**src/rtl/hash_sequencer_if.sv**
```systemverilog
// Control and handshake bundle between the hash sequencer, the message source,
// the hash core and the digest sink.
interface hash_sequencer_if #(
   parameter int ROUNDS       = 64,
   parameter int DIGEST_WORDS = 8
);
   localparam int RW = ($clog2(ROUNDS) < 1) ? 1 : $clog2(ROUNDS);
   localparam int OW = ($clog2(DIGEST_WORDS) < 1) ? 1 : $clog2(DIGEST_WORDS);

   logic          start;
   logic          first_block;
   logic          last_block;
   logic          abort;
   logic          in_valid;
   logic          in_ready;
   logic          round_en;
   logic [RW-1:0] round_idx;
   logic          init_hash;
   logic          update_hash;
   logic          out_valid;
   logic          out_ready;
   logic [OW-1:0] out_idx;
   logic          busy;
   logic          done;
   logic          err;

   modport slave (
      input  start, first_block, last_block, abort, in_valid, out_ready,
      output in_ready, round_en, round_idx, init_hash, update_hash,
             out_valid, out_idx, busy, done, err
   );

   modport master (
      output start, first_block, last_block, abort, in_valid, out_ready,
      input  in_ready, round_en, round_idx, init_hash, update_hash,
             out_valid, out_idx, busy, done, err
   );
endinterface

```
**src/rtl/hash_sequencer.sv**
```systemverilog
// Block sequencer for an iterated hash: loads message words, steps the rounds,
// folds the result into the hash state and streams out the digest words.
module hash_sequencer #(
   parameter int LOAD_WORDS   = 16,
   parameter int ROUNDS       = 64,
   parameter int DIGEST_WORDS = 8
) (
   input logic             clk,
   input logic             reset_n,
   hash_sequencer_if.slave bus
);
   localparam int RW = ($clog2(ROUNDS) < 1) ? 1 : $clog2(ROUNDS);
   localparam int OW = ($clog2(DIGEST_WORDS) < 1) ? 1 : $clog2(DIGEST_WORDS);
   localparam int WW = ($clog2(LOAD_WORDS) < 1) ? 1 : $clog2(LOAD_WORDS);

   localparam logic [WW-1:0] LAST_WORD  = WW'(LOAD_WORDS - 1);
   localparam logic [RW-1:0] LAST_ROUND = RW'(ROUNDS - 1);
   localparam logic [OW-1:0] LAST_OUT   = OW'(DIGEST_WORDS - 1);

   typedef enum logic [2:0] {IDLE, LOAD, ROUND, UPDATE, OUT} state_t;

   state_t        state_q;
   state_t        state_d;
   logic [1:0]    sync_q;
   logic          run;
   logic [WW-1:0] word_cnt;
   logic [RW-1:0] round_cnt;
   logic [OW-1:0] out_cnt;
   logic          msg_open;
   logic          last_q;
   logic          init_q;
   logic          done_q;
   logic          err_q;
   logic          accept;
   logic          start_ok;
   logic          out_fire;

   // Reset release is staged through two flops so nothing moves before the
   // second rising edge after reset_n rises.
   always_ff @(posedge clk or negedge reset_n) begin
      if (!reset_n) sync_q <= 2'b00;
      else          sync_q <= {sync_q[0], 1'b1};
   end

   assign run      = sync_q[1];
   assign accept   = (state_q == LOAD) && bus.in_valid;
   assign out_fire = (state_q == OUT) && bus.out_ready;
   assign start_ok = bus.start && (bus.first_block || msg_open);

   always_ff @(posedge clk or negedge reset_n) begin
      if (!reset_n)  state_q <= IDLE;
      else if (run)  state_q <= state_d;
   end

   always_comb begin
      state_d = state_q;
      if (bus.abort) begin
         state_d = IDLE;
      end else begin
         case (state_q)
            IDLE:    if (start_ok) state_d = LOAD;
            LOAD:    if (accept && word_cnt == LAST_WORD) state_d = ROUND;
            ROUND:   if (round_cnt == LAST_ROUND) state_d = UPDATE;
            UPDATE:  state_d = last_q ? OUT : IDLE;
            OUT:     if (out_fire && out_cnt == LAST_OUT) state_d = IDLE;
            default: state_d = IDLE;
         endcase
      end
   end

   // Counters, the open-message flag and the registered pulses; abort wipes
   // the block so a later continuation start is rejected.
   always_ff @(posedge clk or negedge reset_n) begin
      if (!reset_n) begin
         word_cnt  <= '0;
         round_cnt <= '0;
         out_cnt   <= '0;
         msg_open  <= 1'b0;
         last_q    <= 1'b0;
         init_q    <= 1'b0;
         done_q    <= 1'b0;
         err_q     <= 1'b0;
      end else if (run) begin
         init_q <= 1'b0;
         done_q <= 1'b0;
         err_q  <= 1'b0;
         if (bus.abort) begin
            word_cnt  <= '0;
            round_cnt <= '0;
            out_cnt   <= '0;
            msg_open  <= 1'b0;
         end else begin
            case (state_q)
               IDLE: begin
                  if (start_ok) begin
                     last_q   <= bus.last_block;
                     init_q   <= bus.first_block;
                     word_cnt <= '0;
                  end else if (bus.start) begin
                     err_q <= 1'b1;
                  end
               end
               LOAD: begin
                  if (accept) word_cnt <= (word_cnt == LAST_WORD) ? '0 : word_cnt + 1'b1;
               end
               ROUND: begin
                  round_cnt <= (round_cnt == LAST_ROUND) ? '0 : round_cnt + 1'b1;
               end
               UPDATE: begin
                  msg_open <= 1'b1;
               end
               OUT: begin
                  if (out_fire) begin
                     if (out_cnt == LAST_OUT) begin
                        out_cnt  <= '0;
                        msg_open <= 1'b0;
                        done_q   <= 1'b1;
                     end else begin
                        out_cnt <= out_cnt + 1'b1;
                     end
                  end
               end
               default: ;
            endcase
         end
      end
   end

   assign bus.in_ready    = (state_q == LOAD);
   assign bus.round_en    = (state_q == ROUND);
   assign bus.round_idx   = round_cnt;
   assign bus.init_hash   = init_q;
   assign bus.update_hash = (state_q == UPDATE);
   assign bus.out_valid   = (state_q == OUT);
   assign bus.out_idx     = out_cnt;
   assign bus.busy        = (state_q != IDLE);
   assign bus.done        = done_q;
   assign bus.err         = err_q;
endmodule

```
**src/flat_wrapper.sv**
```systemverilog
// flat-port wrapper written by rule: the top's interface ports become plain ports
module hash_sequencer_flat 
#(
   parameter int LOAD_WORDS   = 16,
   parameter int ROUNDS       = 64,
   parameter int DIGEST_WORDS = 8
)
  (clk, reset_n, bus_start, bus_first_block, bus_last_block, bus_abort, bus_in_valid, bus_out_ready, bus_in_ready, bus_round_en, bus_round_idx, bus_init_hash, bus_update_hash, bus_out_valid, bus_out_idx, bus_busy, bus_done, bus_err);
  hash_sequencer_if #(.ROUNDS(ROUNDS), .DIGEST_WORDS(DIGEST_WORDS)) bus_i ();
  input logic clk;
  input logic reset_n;
  input wire logic [$bits(bus_i.start)-1:0] bus_start;
  input wire logic [$bits(bus_i.first_block)-1:0] bus_first_block;
  input wire logic [$bits(bus_i.last_block)-1:0] bus_last_block;
  input wire logic [$bits(bus_i.abort)-1:0] bus_abort;
  input wire logic [$bits(bus_i.in_valid)-1:0] bus_in_valid;
  input wire logic [$bits(bus_i.out_ready)-1:0] bus_out_ready;
  output wire logic [$bits(bus_i.in_ready)-1:0] bus_in_ready;
  output wire logic [$bits(bus_i.round_en)-1:0] bus_round_en;
  output wire logic [$bits(bus_i.round_idx)-1:0] bus_round_idx;
  output wire logic [$bits(bus_i.init_hash)-1:0] bus_init_hash;
  output wire logic [$bits(bus_i.update_hash)-1:0] bus_update_hash;
  output wire logic [$bits(bus_i.out_valid)-1:0] bus_out_valid;
  output wire logic [$bits(bus_i.out_idx)-1:0] bus_out_idx;
  output wire logic [$bits(bus_i.busy)-1:0] bus_busy;
  output wire logic [$bits(bus_i.done)-1:0] bus_done;
  output wire logic [$bits(bus_i.err)-1:0] bus_err;
  assign bus_i.start = bus_start;
  assign bus_i.first_block = bus_first_block;
  assign bus_i.last_block = bus_last_block;
  assign bus_i.abort = bus_abort;
  assign bus_i.in_valid = bus_in_valid;
  assign bus_i.out_ready = bus_out_ready;
  assign bus_in_ready = bus_i.in_ready;
  assign bus_round_en = bus_i.round_en;
  assign bus_round_idx = bus_i.round_idx;
  assign bus_init_hash = bus_i.init_hash;
  assign bus_update_hash = bus_i.update_hash;
  assign bus_out_valid = bus_i.out_valid;
  assign bus_out_idx = bus_i.out_idx;
  assign bus_busy = bus_i.busy;
  assign bus_done = bus_i.done;
  assign bus_err = bus_i.err;
  hash_sequencer #(.LOAD_WORDS(LOAD_WORDS), .ROUNDS(ROUNDS), .DIGEST_WORDS(DIGEST_WORDS)) u_core (.clk(clk), .reset_n(reset_n), .bus(bus_i));
endmodule
```
**config.mk**
```make
export PLATFORM = sky130hd
export DESIGN_NAME = hash_sequencer_flat
export DESIGN_NICKNAME = d
export VERILOG_FILES = /design/src/rtl/hash_sequencer_if.sv /design/src/rtl/hash_sequencer.sv /design/src/flat_wrapper.sv
export SDC_FILE = /design/constraint.sdc
export NUM_CORES = 1
export LEC_CHECK = 0
export ABC_CLOCK_PERIOD_IN_PS = 5200
export CORE_UTILIZATION = 40
export CTS_BUF_LIST = sky130_fd_sc_hd__clkbuf_8
export DETAILED_ROUTE_END_ITERATION = 8
export GPL_TIMING_DRIVEN = 0
export PLACE_DENSITY = 0.76
export REMOVE_ABC_BUFFERS = 1
export SLEW_MARGIN = 25
export SYNTH_ARGS = -nofsm -noshare
export SYNTH_HDL_FRONTEND = slang
export SYNTH_SLANG_ARGS = --single-unit
```
**constraint.sdc**
```tcl
create_clock -name clk -period 5.2 [get_ports clk]
set_clock_uncertainty 0.05 [all_clocks]
set_input_delay 0.78 -clock clk [delete_from_list [all_inputs] [get_ports clk]]
set_output_delay 0.78 -clock clk [all_outputs]
set_load 0.01 [all_outputs]
```
Word level (Yosys, flattened, before mapping):

Cells that the tools add are included.

* register bits: 23
* output and inout port bits: 17
* logic and storage cells: 81
* input bits: 8

* bitwise gates (word level): 1
* multiplexer cells: 34
* equality and inequality tests: 14
* add/sub/neg operators: 3
* reductions and logical operators: 19

Operators with widths (count)
* two-way mux 3 bit: 10
* inequality test 3 x 2 -> 1 bit (second input constant): 7
* two-way mux 6 bit: 3
* two-way mux 4 bit: 4
* case mux 3 bit (5 select lines): 1
* two-way mux 1 bit: 14
* AND reduction 4 bit: 3
* nonzero test 3 bit: 3
* case mux 4 bit (2 select lines): 1
* adder 6 x 1 -> 6 bit (second input constant): 1
* == test 3 x 2 -> 1 bit (second input constant): 2
* == test 3 bit (second input constant): 2
* == test 6 bit (second input constant): 1
* nonzero test 2 bit: 3
* logical AND 1 bit: 5
* AND reduction 5 bit: 1
* adder 4 x 1 -> 4 bit (second input constant): 1
* == test 4 bit (second input constant): 1
* adder 3 x 1 -> 3 bit (second input constant): 1
* == test 3 x 1 -> 1 bit (second input constant): 1
* logical NOT 3 bit: 1
* AND reduction 3 bit: 1
* case mux 1 bit (2 select lines): 1
* AND reduction 2 bit: 1
* 2 further kinds: 2

Longest topological paths before layout:

* word-level depth: 6
* depth in mapped cells: 7
* mapped depth without buffers: 5

Worst setup path before layout:

OpenSTA, ideal clock, no wires.

* path kind: input to register
* start: in bus_abort
* end: reg u_core.state_q[0]
* path slack: 2884 ps
* arrival: 2141 ps
* buffers on the path: 1
* library setup time: 125 ps
* required time: 5025 ps
* cell stages on the path: 5
* path through: buf_6 > or4b_4 > o221ai_4 > a211o_4 > mux2_4

* cells in the longest elaborated chain, start to end: 2
* elaborated cells between the ends (all ways): 6
* those cells by class: 4 x eq/ne; 1 x mux; 1 x reduce/logical

Ends and longest elaborated chain
* start: declaration: RTL line flat_wrapper.sv:15 `input wire logic [$bits(bus_i.abort)-1:0] bus_abort;`
* inequality test 3 x 2 -> 1 bit (no source line)
* AND reduction 5 bit (no source line)
* end signal: assignment: RTL line hash_sequencer.sv:52 `else if (run) state_q <= state_d;`
* end: declaration: RTL line hash_sequencer.sv:22 `state_t state_q;`

Several ways; a longest one is shown, not always the timed one.
A chain may end at the register's enable or synchronous reset.

Worst setup path after layout:

* start: in bus_abort
* end: reg u_core.state_q[2]

Same word-level chain as after synthesis.

==> run_results.csv <==
group,metric,value,unit
route,top_layer_used,"met4",
critical_path,crit_slowest_cell,"clkdlybuf4s50_1",
logic_synthesis,ys_types,45,
die,fp.dieH,60.2,um
timing,final-hold-violation-count,0,
timing,layout_setup_ws,2270,ps
clocking,cts_setup_buffers,0,
clocking,root_buffer,"clkbuf_8",
logic_synthesis,yosysTopAreaCell,"dfrtp_1",
timing,period_share,56.4,%
route,route.met3.wl,120,um
logic_synthesis,avgSynthCellArea,9.89,um^2
route,drc,0,
critical_path,crit_path_start_kind,"input pin",
layout,drive_gt1_share,9.55,%
timing,holdWs,301,ps
die,rows,20,
logic_synthesis,ys_ff_latch,23,
route,wl,2.65,mm
logic_synthesis,yosys_warnings,0,
min_path,hold_path_class,"reg -> reg",
placement,placedCellCount,197,
route,vias,1089,
grt,antenna_found_initial,0,
route,met2WireLength,1.34,mm
grt,grt_pass1_wl,4.55,mm
clocking,cts_htree_levels,1,
timing,maxSlewViolCount,0,
job,drv_cap,0,
power,cellLeakagePower,0.690,nW
route,dr.first_iter.drc_count,48,
route,avgRoutedWirePerCell,13.2,um
clocking,clock_sinks,23,
layout,layout.nets,170,
critical_path,cp_max_fo,19,
timing,period_needed,2930,ps
timing,setup_viol,0,
logic_synthesis,seq_area_frac_synth,42.5,%
route,drt-met1-wl,1.17,mm
clocking,cts_buffers,3,
logic_synthesis,async_flop_share,100,%
critical_path,crit_required,5300,ps
die,initial_core_util,43.3,%
critical_path,arrival,3030,ps
critical_path,path_delay_family,"buffers and inverters",
logic_synthesis,synth_top_area_share,42.5,%
timing,rsz0062_at_grt,"no",
clocking,cts_resized,0,
power,finalPower,639,uW
layout,layout_common_cells,"23 x clkdlybuf4s50_1, 23 x dfrtp_1, 16 x inv_1",
clocking,clk_path_buf_depth,2,
layout,syn2layout_area_growth,20.8,%
critical_path,crit_chain,"clkdlybuf4s50_1, or4b_4, o221ai_4, a211o_4, mux2_4",
timing,slew_headroom,52.0,%
placement,port_buffers,24,
layout,n_antenna_cell,0,
grt,grt_max_degree,24,
route,antenna_left,0,
critical_path,cpPeakStageDelay,750,ps
route,via_per_inst,5.42,
placement,dp_hpwl,1.89,mm
clocking,clkTransAtPathRegs,70,ps
grt,grt_pass1_vias,1026,
layout,final_cells,201,
logic_synthesis,netlist_area,1360,um^2
die,die_w,60.2,um
critical_path,cp_num_buf_inv,1,
critical_path,crit_path_end_kind,"register",
outcome,outcome,"finished, final reports clean",
power,cellPowerDensity,391,nW/um^2
min_path,hold_path_depth,0,
route,drt_pass1_iterations,4,
clocking,clk_latency,260,ps
logic_synthesis,synthCells,137,
timing,final.setup.tns,0,ps
die,die_area,3620,um^2
logic_synthesis,synth_edf_count,0,
power,vdd_drop_max,0.156,mV
placement,gp_congestion,0.736,
timing,tightest_slew,720,ps
grt,grt.total_usage,17.0,%
logic_synthesis,synthTopCellsByArea,"dfrtp_1 42%, mux2_4 4.4%, inv_1 4.2%",
die,core,3130,um^2
timing,fmax,341,MHz
critical_path,cp.depth,5,
placement,pre_cts_slack,2010,ps
logic_synthesis,synthFlopType,"dfrtp_1",
grt,gr-total-overflow,0,
critical_path,r2r_cells,4,
die,io_pins,25,
critical_path,crit_type,"in -> reg",
clocking,cts.hold.buffers_added,0,
clocking,cts_tree,"yes",
cells by family after synthesis:
logic type,after synthesis,share of synthesized area [%]
buffers and inverters,23,8.12
muxes,6,6.00
DFF,23,42.5
and+or+nand+nor,44,19.5
AOI/OAI and AO/OA,36,19.9
adders and majority gates,4,3.69
other,1,0.277
power breakdown:
part           internal, mW  switching [mW]  total (mW)
logic                 0.147           0.113       0.260
clock network        0.0526          0.0541       0.107
registers             0.216          0.0567       0.273
through the flow:
stage               util [%]  area (um^2)
finish                  52.3         1640
floorplan                  -         1300
CTS                     52.5         1640
global route            52.3         1640
global placement        51.0         1600
detailed placement      51.0         1600
path summary, 6_finish.rpt:
| path | startpoint | to | slack (ps) |
|---|---|---|---|
| max reg2reg | u_core.state_q[1] | u_core.state_q[2] | 3080 |
| min | u_core.sync_q[0] | u_core.sync_q[1] | 300 |
| max in group asynchronous | reset_n | u_core.bus.out_idx[1] | 4320 |
| max | bus_abort | u_core.state_q[2] | 2270 |
| min reg2reg | u_core.sync_q[0] | u_core.sync_q[1] | 300 |
| min in group asynchronous | reset_n | u_core.bus.round_idx[1] | 430 |
synthesized netlist by cell type, drive strengths merged (3+ instances only):
library cell  count
o22ai             8
dfrtp            23
a21oi             5
ha                4
mux2              5
nor2b             4
inv              15
buf               3
o21ai             4
nor2             13
a31oi             3
or3               3
clkbuf            5
nand2             6
o32ai             3
area by class of cell:
type | instances | area (um^2)
fillers | 301 | 1490
multi-input cells | 91 | 669
flip-flops and latches | 23 | 576
repair buffers | 24 | 235
inverters | 15 | 56.3
well taps | 44 | 55.1
clock buffers | 3 | 41.3
clock inverters | 1 | 3.75
flip-flops by register name, summed over array words and instances (netlist names):
name	flops
u_core.bus.done	1
u_core.bus.err	1
u_core.bus.init_hash	1
u_core.bus.out_idx	3
u_core.bus.round_idx	6
u_core.last_q	1
u_core.msg_open	1
u_core.state_q	3
u_core.sync_q	2
u_core.word_cnt	4
per-layer routing:
metal  vias to the layer above  track usage, %
li1                        536               -
met4                         0            4.65
met1                       527            19.1
met5                         -               0
met3                         2            4.33
met2                        24            31.2
(Power assumes the default switching activity.)
